===== src/rtl/booth_seq_mult_if.sv =====
// Handshake and operand/result bundle between a requester and the Booth multiplier core.
interface booth_seq_mult_if #(
    parameter int unsigned WIDTH = 8
);
    localparam int unsigned PW = 2 * WIDTH;

    logic             start;
    logic [WIDTH-1:0] multiplicand;
    logic [WIDTH-1:0] multiplier;
    logic [PW-1:0]    product;
    logic             busy;
    logic             done;

    modport master (
        output start,
        output multiplicand,
        output multiplier,
        input  product,
        input  busy,
        input  done
    );

    modport slave (
        input  start,
        input  multiplicand,
        input  multiplier,
        output product,
        output busy,
        output done
    );
endinterface


===== src/rtl/booth_seq_mult.sv =====
// Sequential radix-2 Booth multiplier: one Booth step per clock, signed operands,
// registered 2*WIDTH product with a one-cycle done strobe.
module booth_seq_mult #(
    parameter int unsigned WIDTH = 8
) (
    input  logic           clk,
    input  logic           rst,
    booth_seq_mult_if.slave bus
);
    localparam int unsigned CW = $clog2(WIDTH) + 1;
    localparam int unsigned PW = 2 * WIDTH;

    typedef enum logic [1:0] {
        IDLE = 2'd0,
        CALC = 2'd1,
        DONE = 2'd2
    } state_t;

    state_t           state, state_nxt;
    logic [WIDTH:0]   a_q, a_nxt;
    logic [WIDTH:0]   m_q, m_nxt;
    logic [WIDTH-1:0] q_q, q_nxt;
    logic             qm1_q, qm1_nxt;
    logic [CW-1:0]    cnt_q, cnt_nxt;
    logic [PW-1:0]    prod_q, prod_nxt;
    logic             busy_q, done_q;
    logic [WIDTH:0]   sum_c;

    // State and datapath registers; busy/done are registered from the next state.
    always_ff @(posedge clk or posedge rst) begin
        if (rst) begin
            state  <= IDLE;
            a_q    <= '0;
            m_q    <= '0;
            q_q    <= '0;
            qm1_q  <= 1'b0;
            cnt_q  <= '0;
            prod_q <= '0;
            busy_q <= 1'b0;
            done_q <= 1'b0;
        end else begin
            state  <= state_nxt;
            a_q    <= a_nxt;
            m_q    <= m_nxt;
            q_q    <= q_nxt;
            qm1_q  <= qm1_nxt;
            cnt_q  <= cnt_nxt;
            prod_q <= prod_nxt;
            busy_q <= (state_nxt == CALC);
            done_q <= (state_nxt == DONE);
        end
    end

    // Next-state and Booth step logic.
    always_comb begin
        state_nxt = state;
        a_nxt     = a_q;
        m_nxt     = m_q;
        q_nxt     = q_q;
        qm1_nxt   = qm1_q;
        cnt_nxt   = cnt_q;
        prod_nxt  = prod_q;
        sum_c     = a_q;

        case (state)
            IDLE, DONE: begin
                if (bus.start) begin
                    // Guard bit on A and M keeps -2^(WIDTH-1) representable after negation.
                    m_nxt     = {bus.multiplicand[WIDTH-1], bus.multiplicand};
                    q_nxt     = bus.multiplier;
                    a_nxt     = '0;
                    qm1_nxt   = 1'b0;
                    cnt_nxt   = '0;
                    state_nxt = CALC;
                end else if (state == DONE) begin
                    state_nxt = IDLE;
                end
            end
            CALC: begin
                case ({q_q[0], qm1_q})
                    2'b01:   sum_c = a_q + m_q;
                    2'b10:   sum_c = a_q - m_q;
                    default: sum_c = a_q;
                endcase
                {a_nxt, q_nxt, qm1_nxt} = {sum_c[WIDTH], sum_c, q_q};
                cnt_nxt = cnt_q + CW'(1);
                if (cnt_q == CW'(WIDTH - 1)) begin
                    prod_nxt  = {a_nxt[WIDTH-1:0], q_nxt};
                    state_nxt = DONE;
                end
            end
            default: state_nxt = IDLE;
        endcase
    end

    assign bus.product = prod_q;
    assign bus.busy    = busy_q;
    assign bus.done    = done_q;
endmodule


===== src/flat_wrapper.sv =====
// flat-port wrapper written by rule: the top's interface ports become plain ports
module booth_seq_mult_flat 
#(
    parameter int unsigned WIDTH = 8
)
  (clk, rst, bus_start, bus_multiplicand, bus_multiplier, bus_product, bus_busy, bus_done);
  booth_seq_mult_if #(.WIDTH(WIDTH)) bus_i ();
  input  logic clk;
  input  logic rst;
  input wire logic [$bits(bus_i.start)-1:0] bus_start;
  input wire logic [$bits(bus_i.multiplicand)-1:0] bus_multiplicand;
  input wire logic [$bits(bus_i.multiplier)-1:0] bus_multiplier;
  output wire logic [$bits(bus_i.product)-1:0] bus_product;
  output wire logic [$bits(bus_i.busy)-1:0] bus_busy;
  output wire logic [$bits(bus_i.done)-1:0] bus_done;
  assign bus_i.start = bus_start;
  assign bus_i.multiplicand = bus_multiplicand;
  assign bus_i.multiplier = bus_multiplier;
  assign bus_product = bus_i.product;
  assign bus_busy = bus_i.busy;
  assign bus_done = bus_i.done;
  booth_seq_mult #(.WIDTH(WIDTH)) u_core (.clk(clk), .rst(rst), .bus(bus_i));
endmodule

===== config.mk =====
export PLATFORM = sky130hd
export DESIGN_NAME = booth_seq_mult_flat
export DESIGN_NICKNAME = d
export VERILOG_FILES = /design/src/rtl/booth_seq_mult_if.sv /design/src/rtl/booth_seq_mult.sv /design/src/flat_wrapper.sv
export SDC_FILE = /design/constraint.sdc
export NUM_CORES = 1
export LEC_CHECK = 0
export CAP_MARGIN = 10
export CORE_UTILIZATION = 45
export CTS_CLUSTER_DIAMETER = 80
export CTS_CLUSTER_SIZE = 20
export DETAILED_ROUTE_END_ITERATION = 16
export PLACE_DENSITY = 0.71
export SETUP_SLACK_MARGIN = 0.02
export SLEW_MARGIN = 5
export SYNTH_ARGS = -nofsm -noshare
export SYNTH_HDL_FRONTEND = slang
export SYNTH_SLANG_ARGS = --single-unit

===== constraint.sdc =====
create_clock -name clk -period 6.05 [get_ports clk]
set_input_delay 1.5125 -clock clk [delete_from_list [all_inputs] [get_ports clk]]
set_output_delay 1.5125 -clock clk [all_outputs]
set_load 0.05 [all_outputs]

==> results.md, run 1 <==
- Met3 usage: 0.0369
- CTS Buf Count: 5
- Largest net degree at the start of global routing: 50
- Top cells by area, synth: dfrtp_1 49%, nand2_1 6.9%, mux2_2 6.3%
- Syn nets: about 280
- Post-synthesis sequential area ratio: 0.488
- Number of synthesized flops with an enable pin: 0
- Reg2reg setup slack: 3220 ps
- Mean number of vias per cell: 5.20
- Max-slew headroom: 0.332
- Worst EP required: 4540 ps
- CP Class: reg -> out
- Setup bufs post-CTS: 0
- Period Utilization, post-route: 0.492
- Num rows: 26
- Antenna-violating nets left: 0
- Most frequent cells in the layout: 49 x dfrtp_1, 46 x nand2_1, 36 x clkdlybuf4s50_1
- Setup total negative slack: 0 ps
- Synth area leader: dfrtp_1
- Hold-fix buffers, CTS: 0
- Post-Synth Adder-Cell Area: 0.0627
- Hold Path Class: reg -> reg
- Vias in the first global route: 1894
- Area share of and/or/nand/nor cells after synthesis: 0.140
- Clk sinks: a little under 50
- Iteration-0 DRC Markers: about 80
- Setup crit end kind: primary output
- Final hold vios: 0
- Max-cap violations: 0
- Post-synthesis mux area share: 0.0866
- Final instance area: 0.00301 mm^2
- CTS tree: built
- Cell Chain, Critical Path: clkdlybuf4s50_1
- Total congestion overflow: 0
- M2 GR Usage: 0.296
- DRC: 0
- Die Y: around 77 um
- Most common cell after layout, fill and taps aside: dfrtp_1
- Largest family of logic cells by synthesized area: simple AND/OR/NAND/NOR gates
- Bufs on Longest Clock Path: 2
- Clock Latency Late Sink: between 200 and 300 ps
- Inst Count DP: 346
- WHS Endpoint: u_core.bus.product[13]$_DFFE_PP0P_
- Starting density of the core: 0.480
- Synthesized area: 0.00251 mm^2
- Final nets: between 300 and 400
- Slew @ Worst Pin: 1000 ps
- Post-DP HPWL: 3550 um
- Cells after Synth: roughly 250
- Total GRT Usage: 0.179
- CP bufs+invs: 1
- Routed WL: 4900 um
- Synth Area in Compound Gates: 0.136
- Syn avg cell area: 10.1 um^2
- Hold path start: u_core.bus.product[13]$_DFFE_PP0P_
- Vias: 1837
- Htree depth: 2
- Area share of the leading cell type in the synthesized netlist: 0.488
- Max Transition Viols Final: 0
- Post-synth top flop: dfrtp_1
- Die area: ~0.0059 mm^2
- Worst hold stages: 1
- Die Width: ~77 um
- Post-synthesis cell type count: 41
- RSZ-0062 raised after global routing: no
- Synth-to-layout area growth: 19.8%
- Core area: 0.00524 mm^2
- CTS root buf: clkbuf_8
- Async S/R FF share, synth: 1.00
- Top Usage Layer GRT: met2
- Final setup viols: 0
- Layout cells sized above 1: 0.106
- Data arrival, critical path: 1460 ps
- Slowest CP cell: clkdlybuf4s50_1
- RR Endpoint: u_core.bus.product[15]$_DFFE_PP0P_
- Reg2reg path depth: 10
- Pre-Repair DR Iteration Count: 4
- Reg2reg start: u_core.qm1_q$_DFFE_PP0P_
- Gpl congestion: 0.842
- Yosys reg bits: 49
- Antenna violations before repair: 0
- Crit path time final: 2970 ps
- CTS clk-pin slew, worst paths: around 80 ps
- Max stage delay on crit path: 810 ps
- Max Freq: 0.336 GHz
- Post_cts resized: 0
- Synth Area in XOR/XNOR: 0.0453
- Ant diodes: 0
- Outcome: complete, no violations
- I/O pins: 37
- CP startpoint kind: register
- Met1 Usage GRT: 0.236
- Number of buffers added on ports: 36
- Clock Skew: about 6 ps
- Average wire per standard cell: 13.9 um
- Dpl cell area: a little under 0.003 mm^2
- YS warnings: 0
- Fin cells: 353
- First-pass GRT wire length: 8560 um
- Cell family with most CP delay: buffers and inverters
- Crit path max fanout: 2
-- metrics by stage --
stage	hold slack, ps	utilization	worst slack (ps)
floorplan	463	-	3360
global placement	486	0.559	2870
detailed placement	488	0.559	2810
CTS	511	0.575	3060
global route	530	0.575	3020
finish	511	0.575	3080
-- layer usage --
metal | vias to the layer above | routed length [um] | share of wire
met5 | - | 0 | 0
met4 | 0 | 24 | 0.0049
met3 | 4 | 165 | 0.034
met2 | 30 | 2330 | 0.48
met1 | 877 | 2380 | 0.49
li1 | 926 | - | -
-- logic make-up after synthesis --
group | count (synthesis)
simple gates | 80
compound gates | 52
flops | 49
buf+inv | 22
mux | 20
xor+xnor | 13
fa+ha+maj | 12
-- worst max path at each step --
stage	start	to	slack, ps	depth (start not counted)
after floorplan	rst	u_core.a_q[0]$_DFFE_PP0P_	3360	1
after global placement	bus_start	u_core.cnt_q[2]$_DFFE_PP0P_	2870	6
after detailed placement	bus_start	u_core.cnt_q[2]$_DFFE_PP0P_	2810	6
after CTS	u_core.bus.product[1]$_DFFE_PP0P_	bus_product[1]	3060	1
after global routing	u_core.m_q[3]$_DFFE_PP0P_	u_core.a_q[7]$_DFFE_PP0P_	3020	9
final	u_core.bus.product[1]$_DFFE_PP0P_	bus_product[1]	3080	1
-- synth_stat cells (all sizes together) (2+ instances only) --
cell type  count
clkbuf         5
nand2         46
a22o           7
nor2b          3
xnor2          8
nor2          14
nand2b         6
buf            6
ha            11
mux2i          6
a21oi         12
nor3           4
o21ai         17
dfrtp         49
xor2           5
a22oi          7
nand3          2
mux2          14
inv           10
-- state kept, by name, summed over array words and instances, names as in the netlist --
| signal | cells |
|---|---|
| u_core.bus.done | 1 |
| u_core.bus.product | 16 |
| u_core.m_q | 8 |
| u_core.q_q | 8 |
| u_core.a_q | 8 |
| u_core.qm1_q | 1 |
| u_core.cnt_q | 4 |
| u_core.state | 2 |
| u_core.bus.busy | 1 |
-- area by class of cell --
| type | instances | area [um^2] |
|---|---|---|
| clock buffers | 7 | 86.3 |
| fillers | 461 | 2220 |
| inverters | 11 | 41.3 |
| multi-input cells | 177 | 1190 |
| flip-flops and latches | 49 | 1230 |
| well taps | 70 | 87.6 |
| repair buffers | 39 | 383 |
Power of run 1 is not shown: default switching activity piles up to over one toggle a cycle in this logic, so the estimate is an artifact.
==> inputs of run 2 (changes only) <==
==> constraint.sdc (replaced) <==
create_clock -name clk -period 2.8 [get_ports clk]
set_input_delay 0.7 -clock clk [delete_from_list [all_inputs] [get_ports clk]]
set_output_delay 0.7 -clock clk [all_outputs]
set_load 0.05 [all_outputs]
==> results.md, run 2 (synthesized netlist as in run 1, its figures left out) <==
- Vias in the first global route: 1843 (-2.7%)
- Average wire per standard cell: 14.3 um (+2.9%)
- Max stage delay on crit path: 430 ps (-380 ps)
- Clock Latency Late Sink: 300 ps (about the same)
- Outcome: complete, no violations
- I/O pins: 37 (unchanged)
- M2 GR Usage: 0.295 (-0.000893)
- CTS root buf: clkbuf_8
- CTS tree: built
- Total congestion overflow: 0 (unchanged)
- Setup total negative slack: 0 ps (unchanged)
- Final setup viols: 0 (unchanged)
- CTS Buf Count: 5 (unchanged)
- First-pass GRT wire length: 8430 um (-1.5%)
- Clk sinks: 49 (unchanged)
- Antenna-violating nets left: 0 (unchanged)
- Bufs on Longest Clock Path: 2 (unchanged)
- Total GRT Usage: 0.184 (+0.00465)
- Setup crit end kind: register
- Max-cap violations: 0 (unchanged)
- Worst EP required: 3020 ps (-1520 ps)
- Layout cells sized above 1: 0.134 (+0.0278)
- RSZ-0062 raised after global routing: no
- Starting density of the core: 0.480 (unchanged)
- Vias: 1911 (+4.0%)
- Die Y: 76.8 um (unchanged)
- Largest net degree at the start of global routing: 27 (-46%)
- Clock Skew: 8.67 ps (+2.68 ps)
- Largest register FFs: 16 (unchanged)
- Core area: 0.00524 mm^2 (unchanged)
- Met1 Usage GRT: 0.241 (+0.00573)
- Ant diodes: 0 (unchanged)
- Cell Chain, Critical Path: inv_1, ha_2, mux2_2, fa_1, nand2b_1, a21oi_2, o22ai_2, mux2i_2, or3_1, o21ai_1
- Max Transition Viols Final: 0 (unchanged)
- Hold-fix buffers, CTS: 0 (unchanged)
- Most common cell after layout, fill and taps aside: dfrtp_1
- Htree depth: 2 (unchanged)
- Most frequent cells in the layout: 47 x dfrtp_1, 46 x nand2_1, 36 x clkdlybuf4s50_1
- Top Usage Layer GRT: met2
- Reg2reg start: u_core.qm1_q$_DFFE_PP0P_
- Routed WL: 5060 um (+3.2%)
- Num rows: 26 (unchanged)
- Period Utilization, post-route: 0.960
- Number of buffers added on ports: 36 (unchanged)
- Slowest CP cell: fa_1
- Data arrival, critical path: 2910 ps (+1450 ps)
- Synth-to-layout area growth: 22.0%
- Iteration-0 DRC Markers: 97 (+23%)
- Mean number of vias per cell: 5.40 (+3.7%)
- Dpl cell area: 0.00295 mm^2 (+0.68%)
- DRC: 0 (unchanged)
- Met3 usage: 0.0452 (+0.00833)
- CTS clk-pin slew, worst paths: 80 ps (about the same)
- Final hold vios: 0 (unchanged)
- Max Freq: 0.372 GHz
- Final nets: 315 (+0.32%)
- Antenna violations before repair: 0 (unchanged)
- Post-DP HPWL: 3590 um (+1.0%)
- Hold Path Class: reg -> reg
- CP Class: reg -> reg
- Hold path start: u_core.qm1_q$_DFFE_PP0P_
- Final instance area: 0.00307 mm^2 (+1.9%)
- Slew @ Worst Pin: 838 ps (-163 ps)
- Die Width: 76.8 um (unchanged)
- Pre-Repair DR Iteration Count: 4 (unchanged)
- Max-slew headroom: 0.441 (+0.109)
- Die area: 0.00589 mm^2 (unchanged)
- Setup crit start: u_core.qm1_q$_DFFE_PP0P_
- Crit path max fanout: 8 (+6)
- Gpl congestion: 0.811 (-3.7%)
- CP startpoint kind: register
- Crit path time final: roughly 2700 ps
## run 2: cell types whose count changed in the layout (fill, tap and decap cells not counted), moves of 2 or more
| cell | change |
|---|---|
| dfrtp_1 | -2 |
| ha_2 | +2 |
| ha_1 | -2 |
| dfrtp_2 | +2 |
## run 2: routing by layer
metal | up-vias | routed length [um] | share of wire
li1 | 918 | - | -
met3 | 4 | 249 | 0.049
met5 | - | 0 | 0
met4 | 0 | 61 | 0.012
met2 | 37 | 2460 | 0.49
met1 | 952 | 2280 | 0.45
## run 2: path summary, 6_finish.rpt
path                                              to  slack, ps  cells after the start
max in group asynchronous  u_core.m_q[3]$_DFFE_PP0P_       1520                      3
min in group asynchronous  u_core.q_q[0]$_DFFE_PP0P_        750                      2
min                         u_core.qm1_q$_DFFE_PP0P_        510                      1
max                        u_core.a_q[7]$_DFFE_PP0P_        110                     10
max reg2reg                u_core.a_q[7]$_DFFE_PP0P_        110                     10
min reg2reg                 u_core.qm1_q$_DFFE_PP0P_        510                      1
## run 2: layout make-up
| cell class | count | area [um^2] |
|---|---|---|
| Sequential cell | 49 | 1230 |
| Clock buffer | 6 | 82.6 |
| Tap cell | 70 | 87.6 |
| Fill cell | 456 | 2170 |
| Timing Repair Buffer | 40 | 403 |
| Clock inverter | 1 | 7.51 |
| Inverter | 11 | 41.3 |
| Multi-Input combinational cell | 177 | 1220 |
## run 2: stage by stage
step / hold WS [ps] / cells / setup slack [ps] / utilization
after floorplan: 463 / 248 / 343 / -
final: 507 / 354 / 112 / 0.586
after CTS: 508 / 354 / 28.8 / 0.581
after global placement: 486 / 347 / 81.5 / 0.563
after global routing: 523 / 354 / 17.9 / 0.586
after detailed placement: 487 / 347 / 8.89 / 0.563
## run 2: timing repair
item                       4_1_cts  5_1_grt
gates resized for setup          1        8
setup endpoints to repair        2        6
buffers inserted                 0        0
## run 2: worst max-delay path, delay by kind of cell, from the launching register on
family,cells,cell delay [ps]
compound gates,3,390
fa+ha+maj,2,690
buf+inv,1,60
flops,1,380
mux,2,580
simple gates,2,520
Power of run 2 is left out for the same reason.
